**config.mk**
```make
export PLATFORM = sky130hd
export DESIGN_NAME = md_issue_ctrl_flat
export DESIGN_NICKNAME = d
export VERILOG_FILES = /design/src/rtl/md_issue_if.sv /design/src/rtl/md_issue_ctrl.sv /design/src/flat_wrapper.sv
export SDC_FILE = /design/constraint.sdc
export NUM_CORES = 1
export LEC_CHECK = 0
export ABC_CLOCK_PERIOD_IN_PS = 3400
export CAP_MARGIN = 10
export CORE_UTILIZATION = 35
export CTS_CLUSTER_DIAMETER = 100
export CTS_CLUSTER_SIZE = 12
export DETAILED_ROUTE_END_ITERATION = 7
export DONT_BUFFER_PORTS = 1
export GPL_ROUTABILITY_DRIVEN = 0
export PLACE_DENSITY = 0.47
export SLEW_MARGIN = 20
export SYNTH_ARGS = -nofsm -noshare
export SYNTH_HDL_FRONTEND = slang
export SYNTH_SLANG_ARGS = --single-unit
```
**constraint.sdc**
```tcl
create_clock -name clk -period 3.4 [get_ports clk]
set_clock_uncertainty 0.2 [all_clocks]
set_input_delay 0.68 -clock clk [delete_from_list [all_inputs] [get_ports clk]]
set_output_delay 0.68 -clock clk [all_outputs]
set_load 0.005 [all_outputs]
```
**src/rtl/md_issue_if.sv**
```systemverilog
// md_issue_if: EX-stage side and HI/LO-unit side of the mul/div issue block.
// master drives the EX instruction; slave is the issue controller.
interface md_issue_if;
  logic        ex_valid;
  logic [2:0]  ex_mdop;
  logic        ex_sign;
  logic [31:0] ex_a;
  logic [31:0] ex_b;
  logic        ex_rd_hilo;
  logic        flush;
  logic [2:0]  md_F;
  logic        md_sign;
  logic [31:0] md_A;
  logic [31:0] md_B;
  logic        stall;
  logic        busy;
  logic        div0_exc;

  modport master (
    output ex_valid,
    output ex_mdop,
    output ex_sign,
    output ex_a,
    output ex_b,
    output ex_rd_hilo,
    output flush,
    input  md_F,
    input  md_sign,
    input  md_A,
    input  md_B,
    input  stall,
    input  busy,
    input  div0_exc
  );

  modport slave (
    input  ex_valid,
    input  ex_mdop,
    input  ex_sign,
    input  ex_a,
    input  ex_b,
    input  ex_rd_hilo,
    input  flush,
    output md_F,
    output md_sign,
    output md_A,
    output md_B,
    output stall,
    output busy,
    output div0_exc
  );
endinterface

```
**src/rtl/md_issue_ctrl.sv**
```systemverilog
// md_issue_ctrl: issues a one-cycle HI/LO function pulse, then holds
// an interlock window until the result is architecturally visible.
module md_issue_ctrl #(
  parameter int MUL_LAT = 4,
  parameter int DIV_LAT = 33
) (
  input logic       clk,
  input logic       rst_n,
  md_issue_if.slave bus
);

  localparam int MAX_LAT =
    (MUL_LAT > DIV_LAT) ? MUL_LAT : DIV_LAT;
  localparam int CW = $clog2(MAX_LAT + 1);

  localparam logic [2:0] OP_NONE = 3'd0;
  localparam logic [2:0] OP_MUL  = 3'd3;
  localparam logic [2:0] OP_DIV  = 3'd4;

  localparam logic [CW-1:0] MUL_LD =
    CW'((MUL_LAT > 1) ? MUL_LAT - 2 : 0);
  localparam logic [CW-1:0] DIV_LD =
    CW'((DIV_LAT > 1) ? DIV_LAT - 2 : 0);
  localparam logic [CW-1:0] CNT_ONE = CW'(1);

  typedef enum logic [1:0] {
    S_IDLE,
    S_ISSUE,
    S_WAIT
  } state_e;

  state_e      state_q, state_d;
  logic [CW-1:0] cnt_q, cnt_d;
  logic [2:0]  f_q, f_d;
  logic        sign_q, sign_d;
  logic [31:0] a_q, a_d;
  logic [31:0] b_q, b_d;
  logic        busy_q, busy_d;
  logic        div0_q, div0_d;

  logic [2:0]  op;
  logic        idle;
  logic        accept;
  logic        div0;
  logic        issue;
  logic        short_op;

  always_comb begin
    op = bus.ex_mdop;
    if (bus.ex_mdop > OP_DIV) op = OP_NONE;
  end

  assign idle   = (state_q == S_IDLE);
  assign accept = bus.ex_valid & ~bus.flush &
                  (op != OP_NONE) & idle;
  assign div0   = accept & (op == OP_DIV) &
                  (bus.ex_b == '0);
  assign issue  = accept & ~div0;

  // f_q still holds the issued op while in ISSUE
  always_comb begin
    short_op = 1'b1;
    unique case (1'b1)
      (f_q == OP_MUL): short_op = (MUL_LAT == 1);
      (f_q == OP_DIV): short_op = (DIV_LAT == 1);
      default:         short_op = 1'b1;
    endcase
  end

  always_comb begin
    state_d = state_q;
    cnt_d   = cnt_q;
    f_d     = OP_NONE;
    sign_d  = sign_q;
    a_d     = a_q;
    b_d     = b_q;
    div0_d  = div0;
    unique case (state_q)
      S_IDLE: begin
        if (issue) begin
          state_d = S_ISSUE;
          f_d     = op;
          sign_d  = bus.ex_sign;
          a_d     = bus.ex_a;
          b_d     = bus.ex_b;
        end
      end
      S_ISSUE: begin
        if (short_op) begin
          state_d = S_IDLE;
        end else begin
          state_d = S_WAIT;
          cnt_d   = (f_q == OP_MUL) ? MUL_LD : DIV_LD;
        end
      end
      S_WAIT: begin
        if (cnt_q == '0) state_d = S_IDLE;
        else             cnt_d   = cnt_q - CNT_ONE;
      end
      default: state_d = S_IDLE;
    endcase
    busy_d = (state_d != S_IDLE);
  end

  always_ff @(posedge clk or negedge rst_n) begin
    if (!rst_n) begin
      state_q <= S_IDLE;
      cnt_q   <= '0;
      f_q     <= OP_NONE;
      sign_q  <= 1'b0;
      a_q     <= '0;
      b_q     <= '0;
      busy_q  <= 1'b0;
      div0_q  <= 1'b0;
    end else begin
      state_q <= state_d;
      cnt_q   <= cnt_d;
      f_q     <= f_d;
      sign_q  <= sign_d;
      a_q     <= a_d;
      b_q     <= b_d;
      busy_q  <= busy_d;
      div0_q  <= div0_d;
    end
  end

  assign bus.stall = bus.ex_valid & ~bus.flush &
                     (bus.ex_rd_hilo | (op != OP_NONE)) &
                     ~idle;
  assign bus.md_F     = f_q;
  assign bus.md_sign  = sign_q;
  assign bus.md_A     = a_q;
  assign bus.md_B     = b_q;
  assign bus.busy     = busy_q;
  assign bus.div0_exc = div0_q;

endmodule

```
**src/flat_wrapper.sv**
```systemverilog
// flat-port wrapper written by rule: the top's interface ports become plain ports
module md_issue_ctrl_flat 
#(
  parameter int MUL_LAT = 4,
  parameter int DIV_LAT = 33
)
  (clk, rst_n, bus_ex_valid, bus_ex_mdop, bus_ex_sign, bus_ex_a, bus_ex_b, bus_ex_rd_hilo, bus_flush, bus_md_F, bus_md_sign, bus_md_A, bus_md_B, bus_stall, bus_busy, bus_div0_exc);
  md_issue_if bus_i ();
  input logic clk;
  input logic rst_n;
  input wire logic [$bits(bus_i.ex_valid)-1:0] bus_ex_valid;
  input wire logic [$bits(bus_i.ex_mdop)-1:0] bus_ex_mdop;
  input wire logic [$bits(bus_i.ex_sign)-1:0] bus_ex_sign;
  input wire logic [$bits(bus_i.ex_a)-1:0] bus_ex_a;
  input wire logic [$bits(bus_i.ex_b)-1:0] bus_ex_b;
  input wire logic [$bits(bus_i.ex_rd_hilo)-1:0] bus_ex_rd_hilo;
  input wire logic [$bits(bus_i.flush)-1:0] bus_flush;
  output wire logic [$bits(bus_i.md_F)-1:0] bus_md_F;
  output wire logic [$bits(bus_i.md_sign)-1:0] bus_md_sign;
  output wire logic [$bits(bus_i.md_A)-1:0] bus_md_A;
  output wire logic [$bits(bus_i.md_B)-1:0] bus_md_B;
  output wire logic [$bits(bus_i.stall)-1:0] bus_stall;
  output wire logic [$bits(bus_i.busy)-1:0] bus_busy;
  output wire logic [$bits(bus_i.div0_exc)-1:0] bus_div0_exc;
  assign bus_i.ex_valid = bus_ex_valid;
  assign bus_i.ex_mdop = bus_ex_mdop;
  assign bus_i.ex_sign = bus_ex_sign;
  assign bus_i.ex_a = bus_ex_a;
  assign bus_i.ex_b = bus_ex_b;
  assign bus_i.ex_rd_hilo = bus_ex_rd_hilo;
  assign bus_i.flush = bus_flush;
  assign bus_md_F = bus_i.md_F;
  assign bus_md_sign = bus_i.md_sign;
  assign bus_md_A = bus_i.md_A;
  assign bus_md_B = bus_i.md_B;
  assign bus_stall = bus_i.stall;
  assign bus_busy = bus_i.busy;
  assign bus_div0_exc = bus_i.div0_exc;
  md_issue_ctrl #(.MUL_LAT(MUL_LAT), .DIV_LAT(DIV_LAT)) u_core (.clk(clk), .rst_n(rst_n), .bus(bus_i));
endmodule
```
==> impl_results.md, run 1 <==
* Clock Root Buffer: clkbuf_8
* Fin. Hold Viols at 0
* Largest net degree at the start of global routing at between 70 and 80
* Routed WL at roughly 6200 um
* Port Buffer Count at 0
* Grt total ovfl at 0
* Initial DRC Count at 65
* Pwr/cell area at between 600 and 700 mW/mm^2
* Leading area contributor after synthesis: dfrtp_1
* Slew headroom at between 50% and 60%
* H-tree depth at 3
* Pleak at between 1.5 and 2 nW
* Commonest non-fill, non-tap cell in the layout: dfrtp_1
* Cts bufs inserted at 9
* Share of cells above drive strength 1 at between 20% and 30%
* Synth top area cells: dfrtp_1 (61%), mux2_2 (13%), mux2_1 (9.9%)
* DR WL met3 at 601 um
* Status: finished clean
* Minimum clock period at between 2000 and 2500 ps
* CTS tree: yes
* Initial Utilization at 36.3%
* Placed cell count at 320
* Worst setup SP type: input port
* Critical Path AT at around 2400 ps
* Total GRT Usage at between 10% and 20%
* VDD IR max at 0.000285 V
* Routed vias at 1,759
* Warnings, synthesis at 0
* Die area at roughly 0.0095 mm^2
* Avg Vias per Cell at around 5.2
* Vias in the first global route at roughly 1.8k
* Distinct cells, synth at 31
* Clk_lat worst skew at approximately 340 ps
* Synth Net Count at slightly below 300
* Nets at approximately 300
* Uppermost layer routed: met4
* # rows at 34
* Clock buffer depth at 2
* Setup-failing EPs final at 0
* Worst hold path class: in2async
* #FFs+latches synth at just under 80
* Wire length on met2 at approximately 2900 um
* # clock sinks at 78
* Initial antenna violation count at 0
* DP HPWL at approximately 4300 um
* FILL cells at ~840
* Fin cells at around 340
* IO Pins at 144
* Final period util at 69.7%
* Worst-path clk slew at approximately 80 ps
* Mapped Area at between 0.003 and 0.004 mm^2
* Worst EP required at between 3000 and 4000 ps
* Drt first pass iters at 4
* Final Util at 40.2%
* Maximum capacitance violations at 0
* Worst slew pin tran at approximately 610 ps
* DRT antenna net count at 0
* Post-synthesis sequential area ratio at approximately 60%
* Core area at just under 0.009 mm^2
* M1 wire length at 2550 um
* Global-route wire length before repair at approximately 9900 um
* CP max FO at 19
* Most frequent cells in the layout: dfrtp_1 (78), mux2_2 (38), mux2_1 (28)
* Setup TNS at 0 ps
* Crit Path Category: in2reg
* RSZ-0062 raised after global routing: false
* Die Y-Extent at 97.3 um
* Number of antenna diodes at 0
* DR WL/cell at ~18 um
* DRC viols at 0
* Horiz. Die Dim at approximately 100 um
* Cells after Synth at 218
* Post-Syn Area per Cell at 14.6 um^2
* Max Clock Freq at between 400 and 500 MHz
* Area share of the largest cell type after synthesis at roughly 61%
* Slew Limit Fails at 0
* Crit. End Element: register
* Setup Buffers After CTS at 0
* Synthesis-to-layout area growth at 10.7%
-- worst paths after layout --
check | start | end | slack, ps | depth (start not counted)
hold reg to reg | u_core.bus.md_A[2] | u_core.bus.md_A[2] | 320 | 1
hold / removal | rst_n | u_core.bus.md_F[1] | 30 | 1
setup / recovery | bus_ex_b[27] | u_core.bus.md_B[2] | 1030 | 5
setup reg to reg | u_core.state_q[1] | u_core.bus.md_B[2] | 1050 | 5
min in group clk | bus_ex_b[16] | u_core.bus.md_B[16] | 270 | 1
max in group asynchronous | rst_n | u_core.bus.md_B[31] | 2650 | 1
-- final cells by class --
cell class	instances	area, um^2	share of cell area (%)
clock buffers	14	183	5.19
clock inverters	2	37.5	1.07
inverters	8	30.0	0.853
multi-input cells	124	1130	32.1
flip-flops and latches	78	1950	55.4
well taps	108	135	3.84
repair buffers	3	55.1	1.56
-- metal layers --
layer	vias to the layer above	GRT usage, %
met3	6	6.98
met1	897	16.5
met2	71	21.0
li1	785	-
met4	0	4.41
met5	-	0
-- cell usage after synthesis --
master / instances
mux2i_1: 2
mux2_1: 28
dfrtp_1: 78
inv_1: 8
o31ai_4: 1
and3b_1: 1
a41oi_1: 1
a22oi_1: 1
and2_1: 3
nor2_1: 9
nor3b_1: 1
nand2_1: 2
or3_1: 2
nor3_1: 2
nor4_1: 9
nor2b_1: 4
o21ai_0: 2
nor4b_4: 1
mux2_2: 38
clkbuf_1: 1
o22ai_1: 3
ha_1: 1
and3_1: 1
a31o_2: 1
nand4_1: 2
buf_6: 4
nand2b_1: 1
nor4b_1: 1
buf_4: 3
nand3_2: 1
a21oi_1: 6
-- state kept, by name, summed over array words and instances (netlist names) --
register	cells
u_core.cnt_q	6
u_core.bus.md_A	32
u_core.bus.md_F	3
u_core.bus.busy	1
u_core.bus.md_sign	1
u_core.bus.md_B	32
u_core.bus.div0_exc	1
u_core.state_q	2
-- kinds of logic (layout without fill, tap and decap cells) --
group	count (synthesis)	count (layout)	share of synthesized area, %
adders and majority gates	1	1	0.393
and+or+nand+nor	40	40	7.79
buffers and inverters	16	27	3.18
muxes	68	68	24.0
DFF	78	78	61.3
AOI/OAI and AO/OA	15	15	3.30
-- stage by stage --
stage               total power [mW]  cell area [um^2]  hold WS, ps  worst slack [ps]
floorplan                       1.51              3180          184              1030
global placement                1.59              3270          187               521
detailed placement              1.59              3270          188               547
CTS                             2.38              3520         40.4               905
global route                    2.47              3520         36.0               847
finish                          2.33              3520         28.8              1030
-- report_power, final --
group          internal (mW)  total (mW)  leakage [nW]  switching [mW]
Combinational          0.166       0.288         0.486           0.123
Sequential              1.14        1.30         0.944           0.160
Clock                  0.420       0.741         0.109           0.321
Total                   1.72        2.33          1.54           0.604
-- critical path, stage by stage --
cell     delay [ps]
nor4_1          450
nand4_1         240
o31ai_4         320
buf_4           320
mux2_2          370
-- timing repair --
item / CTS / global route
setup endpoints to repair: 0 / 0
hold buffers: 1 / 0
endpoints found under the hold margin: 78 / 0
gates resized for setup: 0 / 0
(Power assumes the default switching activity.)
==> run 2: changes to the inputs <==
- ABC_CLOCK_PERIOD_IN_PS: 3400 -> 2410
- clock period: 3.4 -> 2.41 ns (I/O delays scaled with it)
==> run 2 against run 1 <==
  * Register-to-register slack worse by 900 ps
  * Global-route usage up 0.37 points
  * Via count up 0.80%
  * Sequential power up 41%
  * First-iteration DRC count up 3.1%
  * Power up 37%
  * Critical path type is now reg2reg
  * The flow now finishes with violations (hold timing)
  * Combinational power up 40%
  * Clock power up 28%
==> impl_results.md, run 2 (same netlist as run 1, synthesis figures left out) <==
* Status: complete, but fails checks
* Crit path max-delay family: simple AND/OR/NAND/NOR gates
* Die area at roughly 0.0095 mm^2
* Most frequent cells in the layout: dfrtp_1 (78), mux2_2 (38), mux2_1 (28)
* Minimum clock period at 2260 ps
* Worst slew pin tran at roughly 450 ps
* Crit Path Category: reg2reg
* Share of cells above drive strength 1 at a little over a quarter
* Failing checks: hold timing
* Setup Buffers After CTS at 0
* Switch Pwr at roughly 0.85 mW
* Seq pwr share at a little under three fifths
* Cts bufs inserted at 9
* Initial Utilization at 36.3%
* IO Pins at ~140
* Final period util at a little over nine tenths
* Pre-CTS setup slack at -156 ps
* DRT antenna net count at 0
* VDD IR max at about 0.00033 V
* Clock Root Buffer: clkbuf_8
* Pwr/cell area at between 900 and 1000 mW/mm^2
* Grt total ovfl at 0
* Global-route wire length before repair at 10,000 um
* CP max FO at 24
* Clk network pwr share at ~30%
* Slew Limit Fails at 0
* Fin. Hold Viols at 78
* DRC viols at 0
* Vias in the first global route at around 1.9k
* RSZ-0062 raised after global routing: false
* Cell breakdown of the critical path: nor4b_4, nand3_2, o31ai_4, buf_6, mux2_2
* Worst path buffer plus inverter count at 1
* Setup-failing EPs final at 0
* DR WL/cell at between 15 and 20 um
* Pint at 2.33 mW
* Total GRT Usage at 14.0%
* Slowest CP cell: dfrtp_1
* Initial DRC Count at 67
* Core area at 0.00876 mm^2
* Sw Ratio at a little over a quarter
* Reg2Reg Depth at 5
* # clock sinks at 78
* Commonest non-fill, non-tap cell in the layout: dfrtp_1
* Initial antenna violation count at 0
* Setup TNS at 0 ps
* # rows at 34
* CTS tree: yes
* Worst-path clk slew at ~80 ps
* Min Hold Slack at -370 ps
* Comb pwr share at 12.7%
* Slew headroom at ~70%
* Setup WS post-layout at ~150 ps
* Critical Path Start: u_core.state_q[1]
* Port Buffer Count at 0
* Maximum capacitance violations at 0
* Worst hold path class: in2async
* Number of antenna diodes at 0
* Synthesis-to-layout area growth at 10.7%
* Die Y-Extent at about 97 um
* Largest net degree at the start of global routing at 79
* Nets at between 300 and 400
* Critical Path AT at between 2000 and 2500 ps
* Max Clock Freq at 442 MHz
* Routed WL at ~6400 um
* R2r endpoint: u_core.bus.md_A[17]
* Avg Vias per Cell at 5.18
* DP HPWL at ~4400 um
* Clk_lat worst skew at roughly 340 ps
* RR Startpoint: u_core.state_q[1]
* H-tree depth at 3
* Power Total at roughly 3.2 mW
* Routed vias at 1,773
* Drt first pass iters at 4
* Worst EP required at 2440 ps
* Post-Layout Inst Area at 0.00352 mm^2
* Horiz. Die Dim at 97.3 um
* FILL cells at 849
* DP Area at approximately 0.0033 mm^2
* R2r setup slk at 150 ps
* Clock buffer depth at 2
* Pleak at between 1.5 and 2 nW
* Delay of the slowest cell on the worst path at ~440 ps
* Worst setup SP type: register
* Crit. End Element: register
[run 2: changes by cell type in the layout (fill, tap and decap cells not counted), moves of 2 or more]
cell	previous run	this run
buf_6	0	2
buf_4	1	5
clkbuf_8	13	9
clkinvlp_4	1	4
[run 2: layout make-up]
class	instances	area (um^2)	share of cell area, %
Tap cell	108	135	3.84
Sequential cell	78	1950	55.4
Clock inverter	5	60.1	1.71
Inverter	8	30.0	0.853
Multi-Input combinational cell	124	1130	32.0
Timing Repair Buffer	8	85.1	2.42
Clock buffer	11	131	3.73
[run 2: how the worst max path moves through the flow]
| stage | endpoint | cells after the start |
|---|---|---|
| after floorplan | u_core.bus.md_A[31] | 6 |
| after CTS | u_core.bus.md_B[10] | 5 |
| final | u_core.bus.md_A[17] | 5 |
| after global routing | u_core.bus.md_A[2] | 5 |
| after global placement | u_core.bus.md_B[4] | 6 |
| after detailed placement | u_core.bus.md_A[29] | 6 |
[run 2: timing repair]
action | 4_1_cts | 5_1_grt
resized for setup | 0 | 2
hold endpoints to repair | 78 | 78
setup endpoints to repair | 0 | 29
[run 2: through the flow]
stage	std cells	util (%)
global route	342	40.2
global placement	325	37.8
detailed placement	325	37.8
CTS	341	40.0
finish	342	40.2
floorplan	218	-
[run 2: layer usage]
metal | vias up | share of wire, % | track usage, %
met2 | 72 | 48 | 21.1
met5 | - | 0 | 0
li1 | 795 | - | -
met1 | 893 | 41 | 17.2
met4 | 0 | 2.7 | 7.92
met3 | 13 | 8.6 | 5.25
[run 2: worst reg2reg max path: stages (launching register included)]
cell     delay [ps]
dfrtp_1         440
nor4b_4         330
nand3_2         170
o31ai_4         330
buf_6           310
mux2_2          370
[run 2: power by group through the flow]
stage | clock network [mW] | registers, mW | logic, mW
6_report | 0.948 | 1.83 | 0.403
5_1_grt | 1.06 | 1.87 | 0.454
4_1_cts | 1.00 | 1.84 | 0.403
3_5_place_dp | 0 | 1.86 | 0.405
3_3_place_gp | 0 | 1.87 | 0.390
2_1_floorplan | 0 | 1.79 | 0.342
